<file path="config.mk">
export PLATFORM = sky130hd
export DESIGN_NAME = cos_job_dispatcher
export DESIGN_NICKNAME = d
export VERILOG_FILES = /design/src/rtl/cos_job_dispatcher_pkg.sv /design/src/rtl/cos_job_fifo.sv /design/src/rtl/cos_job_dispatcher.sv
export SDC_FILE = /design/constraint.sdc
export NUM_CORES = 1
export LEC_CHECK = 0
export CORE_UTILIZATION = 28
export CTS_BUF_LIST = sky130_fd_sc_hd__clkbuf_8
export CTS_CLUSTER_DIAMETER = 60
export CTS_CLUSTER_SIZE = 40
export DETAILED_ROUTE_END_ITERATION = 8
export MAX_ROUTING_LAYER = met4
export PLACE_DENSITY = 0.56
export SLEW_MARGIN = 20
export SYNTH_ARGS = -nofsm -noshare
export SYNTH_HDL_FRONTEND = slang
export SYNTH_SLANG_ARGS = --single-unit
</file>
<file path="constraint.sdc">
create_clock -name clk -period 4.75 [get_ports clk]
set_input_delay 0.95 -clock clk [delete_from_list [all_inputs] [get_ports clk]]
set_output_delay 0.95 -clock clk [all_outputs]
set_load 0.02 [all_outputs]
</file>
<file path="src/rtl/cos_job_dispatcher_pkg.sv">
// Shared definitions for the cos(x) job dispatcher: FSM encoding and datapath widths.
package cos_job_dispatcher_pkg;

    localparam int unsigned X_W   = 16;  // angle operand width
    localparam int unsigned Y_W   = 8;   // precision operand width
    localparam int unsigned R_W   = 16;  // engine result width
    localparam int unsigned CNT_W = 8;   // timeout counter width

    typedef enum logic [1:0] {
        ST_IDLE = 2'd0,
        ST_LOAD = 2'd1,
        ST_RUN  = 2'd2,
        ST_EMIT = 2'd3
    } state_t;

endpackage

</file>
<file path="src/rtl/cos_job_fifo.sv">
// Synchronous job FIFO; pointers carry one extra wrap bit so full and empty
// are told apart without a separate occupancy counter.
module cos_job_fifo
    import cos_job_dispatcher_pkg::*;
#(
    parameter int unsigned DEPTH = 4,
    parameter int unsigned W     = 28
) (
    input  logic         clk,
    input  logic         rst,
    input  logic         push_i,
    input  logic [W-1:0] wdata_i,
    input  logic         pop_i,
    output logic [W-1:0] rdata_o,
    output logic         full_o,
    output logic         empty_o
);

    localparam int unsigned AW = $clog2(DEPTH);

    logic [W-1:0] mem_q [DEPTH];
    logic [AW:0]  wr_ptr_q, wr_ptr_d;
    logic [AW:0]  rd_ptr_q, rd_ptr_d;
    logic         do_push;
    logic         do_pop;

    assign empty_o = (wr_ptr_q == rd_ptr_q);
    assign full_o  = (wr_ptr_q[AW] != rd_ptr_q[AW]) &&
                     (wr_ptr_q[AW-1:0] == rd_ptr_q[AW-1:0]);
    assign rdata_o = mem_q[rd_ptr_q[AW-1:0]];

    assign do_push = push_i && !full_o;
    assign do_pop  = pop_i && !empty_o;

    // Pointer advance for accepted pushes and pops.
    always_comb begin
        wr_ptr_d = wr_ptr_q;
        rd_ptr_d = rd_ptr_q;
        if (do_push) begin
            wr_ptr_d = wr_ptr_q + (AW+1)'(1);
        end
        if (do_pop) begin
            rd_ptr_d = rd_ptr_q + (AW+1)'(1);
        end
    end

    // Pointer registers; reset empties the FIFO.
    always_ff @(posedge clk or negedge rst) begin
        if (!rst) begin
            wr_ptr_q <= '0;
            rd_ptr_q <= '0;
        end else begin
            wr_ptr_q <= wr_ptr_d;
            rd_ptr_q <= rd_ptr_d;
        end
    end

    // Storage write; contents need no reset since empty gates every read.
    always_ff @(posedge clk) begin
        if (do_push) begin
            mem_q[wr_ptr_q[AW-1:0]] <= wdata_i;
        end
    end

endmodule

</file>
<file path="src/rtl/cos_job_dispatcher.sv">
// Job dispatcher in front of the cos(x) engine: buffers tagged jobs, issues
// them one at a time with stable operands, bounds each run with a timeout,
// and presents the result with its tag on a valid/ready port.
module cos_job_dispatcher
    import cos_job_dispatcher_pkg::*;
#(
    parameter int unsigned DEPTH   = 4,
    parameter int unsigned TAG_W   = 4,
    parameter int unsigned TIMEOUT = 255
) (
    input  logic             clk,
    input  logic             rst,
    input  logic             in_valid,
    output logic             in_ready,
    input  logic [X_W-1:0]   in_x,
    input  logic [Y_W-1:0]   in_y,
    output logic             eng_start,
    output logic [X_W-1:0]   eng_x,
    output logic [Y_W-1:0]   eng_y,
    input  logic             eng_done,
    input  logic [R_W-1:0]   eng_out,
    output logic             out_valid,
    input  logic             out_ready,
    output logic [R_W-1:0]   out_data,
    output logic [TAG_W-1:0] out_tag,
    output logic             out_err
);

    localparam int unsigned FW = TAG_W + X_W + Y_W;

    state_t             state_q, state_d;
    logic [CNT_W-1:0]   cnt_q, cnt_d;
    logic [TAG_W-1:0]   tag_q, tag_d;
    logic [TAG_W-1:0]   cur_tag_q, cur_tag_d;
    logic [X_W-1:0]     eng_x_q, eng_x_d;
    logic [Y_W-1:0]     eng_y_q, eng_y_d;
    logic               eng_start_q, eng_start_d;
    logic               out_valid_q, out_valid_d;
    logic [R_W-1:0]     out_data_q, out_data_d;
    logic [TAG_W-1:0]   out_tag_q, out_tag_d;
    logic               out_err_q, out_err_d;

    logic               fifo_push;
    logic               fifo_pop;
    logic               fifo_full;
    logic               fifo_empty;
    logic [FW-1:0]      fifo_rdata;
    logic [TAG_W-1:0]   head_tag;
    logic [X_W-1:0]     head_x;
    logic [Y_W-1:0]     head_y;

    // Gated by rst so the port reads 0 while reset is held.
    assign in_ready  = rst && !fifo_full;
    assign fifo_push = in_valid && in_ready;
    assign {head_tag, head_x, head_y} = fifo_rdata;

    cos_job_fifo #(
        .DEPTH (DEPTH),
        .W     (FW)
    ) u_fifo (
        .clk     (clk),
        .rst     (rst),
        .push_i  (fifo_push),
        .wdata_i ({tag_q, in_x, in_y}),
        .pop_i   (fifo_pop),
        .rdata_o (fifo_rdata),
        .full_o  (fifo_full),
        .empty_o (fifo_empty)
    );

    // Tag counter advances once per accepted job, wrapping modulo 2^TAG_W.
    always_comb begin
        tag_d = tag_q;
        if (fifo_push) begin
            tag_d = tag_q + TAG_W'(1);
        end
    end

    // Next-state and output-register logic for the dispatch FSM.
    always_comb begin
        state_d     = state_q;
        cnt_d       = cnt_q;
        cur_tag_d   = cur_tag_q;
        eng_x_d     = eng_x_q;
        eng_y_d     = eng_y_q;
        eng_start_d = 1'b0;
        out_valid_d = out_valid_q;
        out_data_d  = out_data_q;
        out_tag_d   = out_tag_q;
        out_err_d   = out_err_q;
        fifo_pop    = 1'b0;

        case (state_q)
            ST_IDLE: begin
                if (!fifo_empty) begin
                    fifo_pop    = 1'b1;
                    cur_tag_d   = head_tag;
                    eng_x_d     = head_x;
                    eng_y_d     = head_y;
                    eng_start_d = 1'b1;
                    cnt_d       = '0;
                    state_d     = ST_LOAD;
                end
            end
            // Counter is zeroed on entry to LOAD and counts through LOAD and RUN,
            // so it equals cycles since eng_start; the abort lands TIMEOUT+1 after it.
            ST_LOAD: begin
                cnt_d   = cnt_q + CNT_W'(1);
                state_d = ST_RUN;
            end
            ST_RUN: begin
                if (eng_done) begin
                    out_data_d  = eng_out;
                    out_err_d   = 1'b0;
                    out_tag_d   = cur_tag_q;
                    out_valid_d = 1'b1;
                    state_d     = ST_EMIT;
                end else if (cnt_q == CNT_W'(TIMEOUT)) begin
                    out_data_d  = '0;
                    out_err_d   = 1'b1;
                    out_tag_d   = cur_tag_q;
                    out_valid_d = 1'b1;
                    state_d     = ST_EMIT;
                end else begin
                    cnt_d = cnt_q + CNT_W'(1);
                end
            end
            ST_EMIT: begin
                if (out_ready) begin
                    out_valid_d = 1'b0;
                    state_d     = ST_IDLE;
                end
            end
            default: begin
                state_d = ST_IDLE;
            end
        endcase
    end

    // State and output registers; reset aborts any job in flight.
    always_ff @(posedge clk or negedge rst) begin
        if (!rst) begin
            state_q     <= ST_IDLE;
            cnt_q       <= '0;
            tag_q       <= '0;
            cur_tag_q   <= '0;
            eng_x_q     <= '0;
            eng_y_q     <= '0;
            eng_start_q <= 1'b0;
            out_valid_q <= 1'b0;
            out_data_q  <= '0;
            out_tag_q   <= '0;
            out_err_q   <= 1'b0;
        end else begin
            state_q     <= state_d;
            cnt_q       <= cnt_d;
            tag_q       <= tag_d;
            cur_tag_q   <= cur_tag_d;
            eng_x_q     <= eng_x_d;
            eng_y_q     <= eng_y_d;
            eng_start_q <= eng_start_d;
            out_valid_q <= out_valid_d;
            out_data_q  <= out_data_d;
            out_tag_q   <= out_tag_d;
            out_err_q   <= out_err_d;
        end
    end

    assign eng_start = eng_start_q;
    assign eng_x     = eng_x_q;
    assign eng_y     = eng_y_q;
    assign out_valid = out_valid_q;
    assign out_data  = out_data_q;
    assign out_tag   = out_tag_q;
    assign out_err   = out_err_q;

endmodule

</file>
## Word level (Yosys, flattened, before mapping)

Memories as Yosys holds them, arrays and structs flattened. A register that Yosys moved wholly into a read port is not among the register bits.
Cells that the tools add are included.

| word-level totals | value |
|---|---|
| input port bits | 45 |
| word-level logic and storage cells | 67 |
| output and inout bits | 48 |
| bits in registers | 43 |
| memories kept | 1 |
| memory bits (writable) | 112 |

Memory list:

| name | depth | bits a word | read ports | clocked after Yosys merged registers in | wr ports | RTL line | source |
|---|---|---|---|---|---|---|---|
| u_fifo.mem_q | 4 | 28 | 1 | 1 | 1 | cos_job_fifo.sv:21 | `logic [W-1:0] mem_q [DEPTH];` |

| operators by class | value |
|---|---|
| reduce and logical (&&, ||, !) cells | 17 |
| add/sub/neg operators | 4 |
| muxes and demuxes | 22 |
| bitwise gates (word level) | 1 |
| eq/ne operators | 12 |

Operator list:

| kind | number |
|---|---|
| two-way mux 16 bit | 2 |
| two-way mux 8 bit | 3 |
| case mux 8 bit (3 select lines) | 1 |
| adder 8 x 1 -> 8 bit (second input constant) | 1 |
| equality test 8 bit (second input constant) | 1 |
| two-way mux 1 bit | 8 |
| two-way mux 2 bit | 4 |
| two-way mux 4 bit | 2 |
| inequality test 2 bit (second input constant) | 4 |
| case mux 2 bit (4 select lines) | 1 |
| adder 3 x 1 -> 3 bit (second input constant) | 2 |
| AND reduction 3 bit | 2 |
| logical AND 1 bit | 5 |
| adder 4 x 1 -> 4 bit (second input constant) | 1 |
| equality test 2 bit (second input constant) | 2 |
| AND reduction 2 bit | 2 |
| AND reduction 4 bit | 1 |
| nonzero test 2 bit | 2 |
| equality test 3 bit | 1 |
| logical NOT 1 bit | 3 |
| inequality test 3 bit (second input constant) | 1 |
| nonzero test 3 bit | 1 |
| equality test 2 x 1 -> 1 bit (second input constant) | 1 |
| equality test 2 bit | 1 |
| other kinds (4) | 4 |

## Depth between registers and ports, before layout

| depth | value |
|---|---|
| depth in word-level cells | 8 |
| mapped depth | 7 |
| depth with buffers taken out | 6 |

## Hierarchy

A second synthesis with hierarchy kept.

| unflattened totals | value |
|---|---|
| cell total of the unflattened synthesis | 402 |
| area, all modules | 7295.7 um^2 |

By module, submodules not included:

| module | sequential area each (um^2) | cells each | area an instance (um^2) | times used |
|---|---|---|---|---|
| cos_job_fifo | 3513.4 | 196 | 4570.6 | 1 |
| cos_job_dispatcher | 1626.6 | 206 | 2725.1 | 1 |

## Worst setup path before layout

OpenSTA, ideal clock, no wires.

| path | value |
|---|---|
| path type | input to register |
| start point | input in_valid |
| end point | memory u_fifo.mem_q[0][0] (enable) |
| path buffers | 1 |
| path slack | 2.344 ns |
| stages | 3 |
| library setup time | 0.387 ns |
| arrival | 2.018 ns |
| path through | o311a_1 buf_2 and2_1 |

| between the ends | value |
|---|---|
| longest elaborated chain between the ends | 4 |

RTL lines:

| item | RTL line | source |
|---|---|---|
| start: declaration | cos_job_dispatcher.sv:13 | `input logic in_valid,` |
| logical AND 1 bit | cos_job_dispatcher.sv:54 | `assign fifo_push = in_valid && in_ready;` |
| logical AND 1 bit | cos_job_fifo.sv:32 | `assign do_push = push_i && !full_o;` |
| two-way mux 1 bit | cos_job_fifo.sv:60 | `if (do_push) begin` |
| two-way mux 1 bit (not written as such) | cos_job_fifo.sv:61 | `mem_q[wr_ptr_q[AW-1:0]] <= wdata_i;` |
| end: declaration | cos_job_fifo.sv:21 |  |

No other way between the ends.

## Worst setup path after layout

| path | value |
|---|---|
| start point | register u_fifo.rd_ptr_q[1] |
| end point | output in_ready |

| between the ends | value |
|---|---|
| longest elaborated chain between the ends | 4 |

RTL lines:

| item | RTL line | source |
|---|---|---|
| start: declaration | cos_job_fifo.sv:23 | `logic [AW:0] rd_ptr_q, rd_ptr_d;` |
| start signal: assignment | cos_job_fifo.sv:54 | `rd_ptr_q <= rd_ptr_d;` |
| equality test 2 bit | cos_job_fifo.sv:29 | `(wr_ptr_q[AW-1:0] == rd_ptr_q[AW-1:0]);` |
| logical AND 1 bit | cos_job_fifo.sv:28 | `assign full_o = (wr_ptr_q[AW] != rd_ptr_q[AW]) &&` |
| logical NOT 1 bit | cos_job_dispatcher.sv:53 | `assign in_ready = rst && !fifo_full;` |
| logical AND 1 bit | cos_job_dispatcher.sv:53 |  |
| end: declaration | cos_job_dispatcher.sv:14 | `output logic in_ready,` |

No other way between the ends.

==> key figures <==
Status
  – Outcome: complete, no violations

Critical path
  – Critical path class: register to output port
  – Critical Path Start Type: register
  – Critical path fanouts, max: 31
  – Crit end category: output port
  – Worst endpoint data arrival time: 2.49 ns
  – Required @ worst endpoint: 3.80 ns

Floorplan
  – Die W: 161 um
  – Io pins: 93
  – DIE HEIGHT: 161 um
  – Core area: 0.0246 mm^2
  – Initial core utilization: 0.289
  – Die area: 0.0260 mm^2
  – Num rows: 57

Global routing
  – Vias in the first global route: 4038
  – Total gr overflow: 0
  – Antenna violations before repair: 0
  – First-pass GRT wire length: 22.2 mm
  – Total track usage: 0.115
  – Pin count of the biggest net entering global routing: 71

STA
  – Worst-Margin Slew: 0.944 ns
  – Clk_skew: 0.0165 ns
  – Setup violators final: 0
  – Max Slew Vio Count: 0
  – Min Tclk post-route: 3.44 ns
  – Fmax achieved: 0.291 GHz
  – Fin Setup TNS: 0 ns
  – Slew headroom: 0.370
  – Final Cycle Share: 0.724
  – Fin. Hold Viols: 0
  – Hold_ws: 0.285 ns
  – RSZ-0062 raised after global routing: false

Synth
  – Distinct cells, synth: 41
  – Post-synth EDFFs: 112
  – Number of synthesized register bits: 183
  – Most used DFF post-synth: edfxtp_1
  – Post-synthesis average cell area: 18.4 um^2
  – Post-synthesis cell count: 387
  – Warnings, synthesis: 0
  – Share of synthesized registers carrying an async set or reset: 0.388
  – Mapped cell area: 0.00711 mm^2
  – Post-Syn Nets: 444
  – Register area share after synthesis: 0.723

Detailed routing
  – # DRC: 0
  – Vias per cell: 4.45
  – DR pass1 iterations: 4
  – Detail Route Antenna Nets: 0
  – Vias: 3654
  – Number of DRC markers in iteration 0: 168
  – Wire per inst: 16.6 um
  – DRT Wirelength: 13.6 mm

Placed design
  – Dpl cells: 789
  – Post-DP HPWL: 8.66 mm
  – Buffers added on ports: 92
  – Dpl cell area: 0.00837 mm^2
  – Routability Congestion: 0.731

Min path
  – Worst hold-check path type: input pin to async pin

Clocking
  – # Post-CTS Setup Buffers: 0
  – CTS tree: done
  – Worst-skew pair later-pin latency: 0.45 ns
  – Root buf cell: clkbuf_8
  – CTS resizes: 0
  – TritonCTS Sinks: 183
  – Max Root-Sink Buffers: 2
  – CTS Hold Bufs: 0
  – TritonCTS Buffers: 17
  – H-Tree Depth: 4
  – Worst-path clk slew: 0.09 ns

Power and ir drop
  – Total power: 5.54 mW
  – Worst VDD drop: 0.318 mV
  – Leak pwr: 3.16 nW
  – Pwr Density: 630 mW/mm^2

Cells and area
  – FILL cells: 2314
  – Layout cells sized above 1: 0.205
  – Design area: 0.00879 mm^2
  – Final net count: 541
  – Antenna Cells: 0
  – Non-filler instance count after layout: 821
  – Area delta synth->final: 23.7%

Run
  – MaxCap Viol Count: 0
-- where the power goes --
| part | switching [mW] | total (mW) | internal, mW |
|---|---|---|---|
| registers | 0.285 | 2.42 | 2.14 |
| logic | 0.979 | 2.02 | 1.04 |
| clock network | 0.561 | 1.10 | 0.541 |
-- worst max-delay path, stage by stage, from the launching register on --
cell	delay, ns
dfrtp_2	0.89
xor2_1	0.38
o31a_1	0.18
clkdlybuf4s50_1	0.60
-- Yosys cell counts (2+ instances only) --
master / instances / share of area
nand2b_1: 2 / 0.0018
o21ai_0: 12 / 0.0085
and2_1: 6 / 0.0053
xnor2_1: 4 / 0.0049
nand4b_1: 2 / 0.0025
dfrtp_1: 71 / 0.25
a22o_1: 17 / 0.021
inv_1: 6 / 0.0032
buf_2: 4 / 0.0028
buf_4: 3 / 0.0032
ha_1: 12 / 0.021
mux4_2: 28 / 0.089
o211ai_1: 5 / 0.0053
xor2_1: 7 / 0.0086
mux2i_1: 2 / 0.0028
nor2_1: 5 / 0.0026
mux2_2: 30 / 0.048
edfxtp_1: 112 / 0.47
clkbuf_1: 7 / 0.0037
nand2_1: 23 / 0.012
or3b_2: 2 / 0.0025
o31a_1: 2 / 0.0025
nand3_1: 5 / 0.0035
nand4_1: 3 / 0.0026
-- metal layers --
layer	wire length [um]	global-route usage	share of wire
met5	0	-	0
met3	449	0.0277	0.033
met2	7000	0.189	0.51
met1	6080	0.141	0.45
met4	100	0.0352	0.0073
-- flip-flops by register name (all words and copies together), names as in the netlist, 2 cells and up --
register and count:
cnt_q 8, cur_tag_q 4, eng_x 16, eng_y 8, out_data 16, out_tag 4
state_q 2, tag_q 4, u_fifo.mem_q 112, u_fifo.rd_ptr_q 3, u_fifo.wr_ptr_q 3
-- per-stage QoR --
stage	util	setup WS, ns
6_report	0.357	1.31
4_1_cts	0.357	1.24
2_1_floorplan	-	2.34
5_1_grt	0.357	1.12
3_5_place_dp	0.340	1.74
3_3_place_gp	0.340	1.76
-- path summary, 6_finish.rpt --
path | start | slack (ns) | cells past startpoint | end
worst max-delay path | u_fifo.rd_ptr_q[1] | 1.31 | 3 | in_ready
worst min-delay path | rst | 0.29 | 1 | out_valid
worst max register to register | u_fifo.rd_ptr_q[1] | 1.89 | 3 | u_fifo.mem_q[1][6]
worst min register to register | cur_tag_q[0] | 0.47 | 2 | out_tag[0]
max in group asynchronous | rst | 3.32 | 2 | u_fifo.rd_ptr_q[0]
min in group clk | cur_tag_q[0] | 0.47 | 2 | out_tag[0]
-- area by class of cell --
class / count / area (um^2) / share of cell area
flip-flops and latches: 183 / 5140 / 0.585
multi-input cells: 181 / 1860 / 0.212
repair buffers: 95 / 941 / 0.107
well taps: 324 / 405 / 0.0461
clock buffers: 18 / 248 / 0.0282
clock inverters: 14 / 171 / 0.0195
inverters: 6 / 22.5 / 0.00256
-- placed cells by master, fill, tap and decap left out, types with 7 or more instances in the layout --
cell type and n:
a22o_1 17, clkbuf_8 18, clkdlybuf4s50_1 91, dfrtp_1 69, edfxtp_1 112, ha_1 12, inv_1 8, mux2_2 30
mux4_2 28, nand2_1 23, o21ai_0 11, xor2_1 7
-- logic make-up (layout without fill, tap and decap cells) --
group           count (synthesis)  in the layout  share of synthesized area
mux                            61             61                      0.141
flops                         183            183                      0.723
buf+inv                        23            133                     0.0157
compound gates                 43             43                     0.0460
fa+ha+maj                      12             12                     0.0211
xor+xnor                       11             11                     0.0136
simple gates                   54             54                     0.0393
Power figures use the tool's default switching activity.
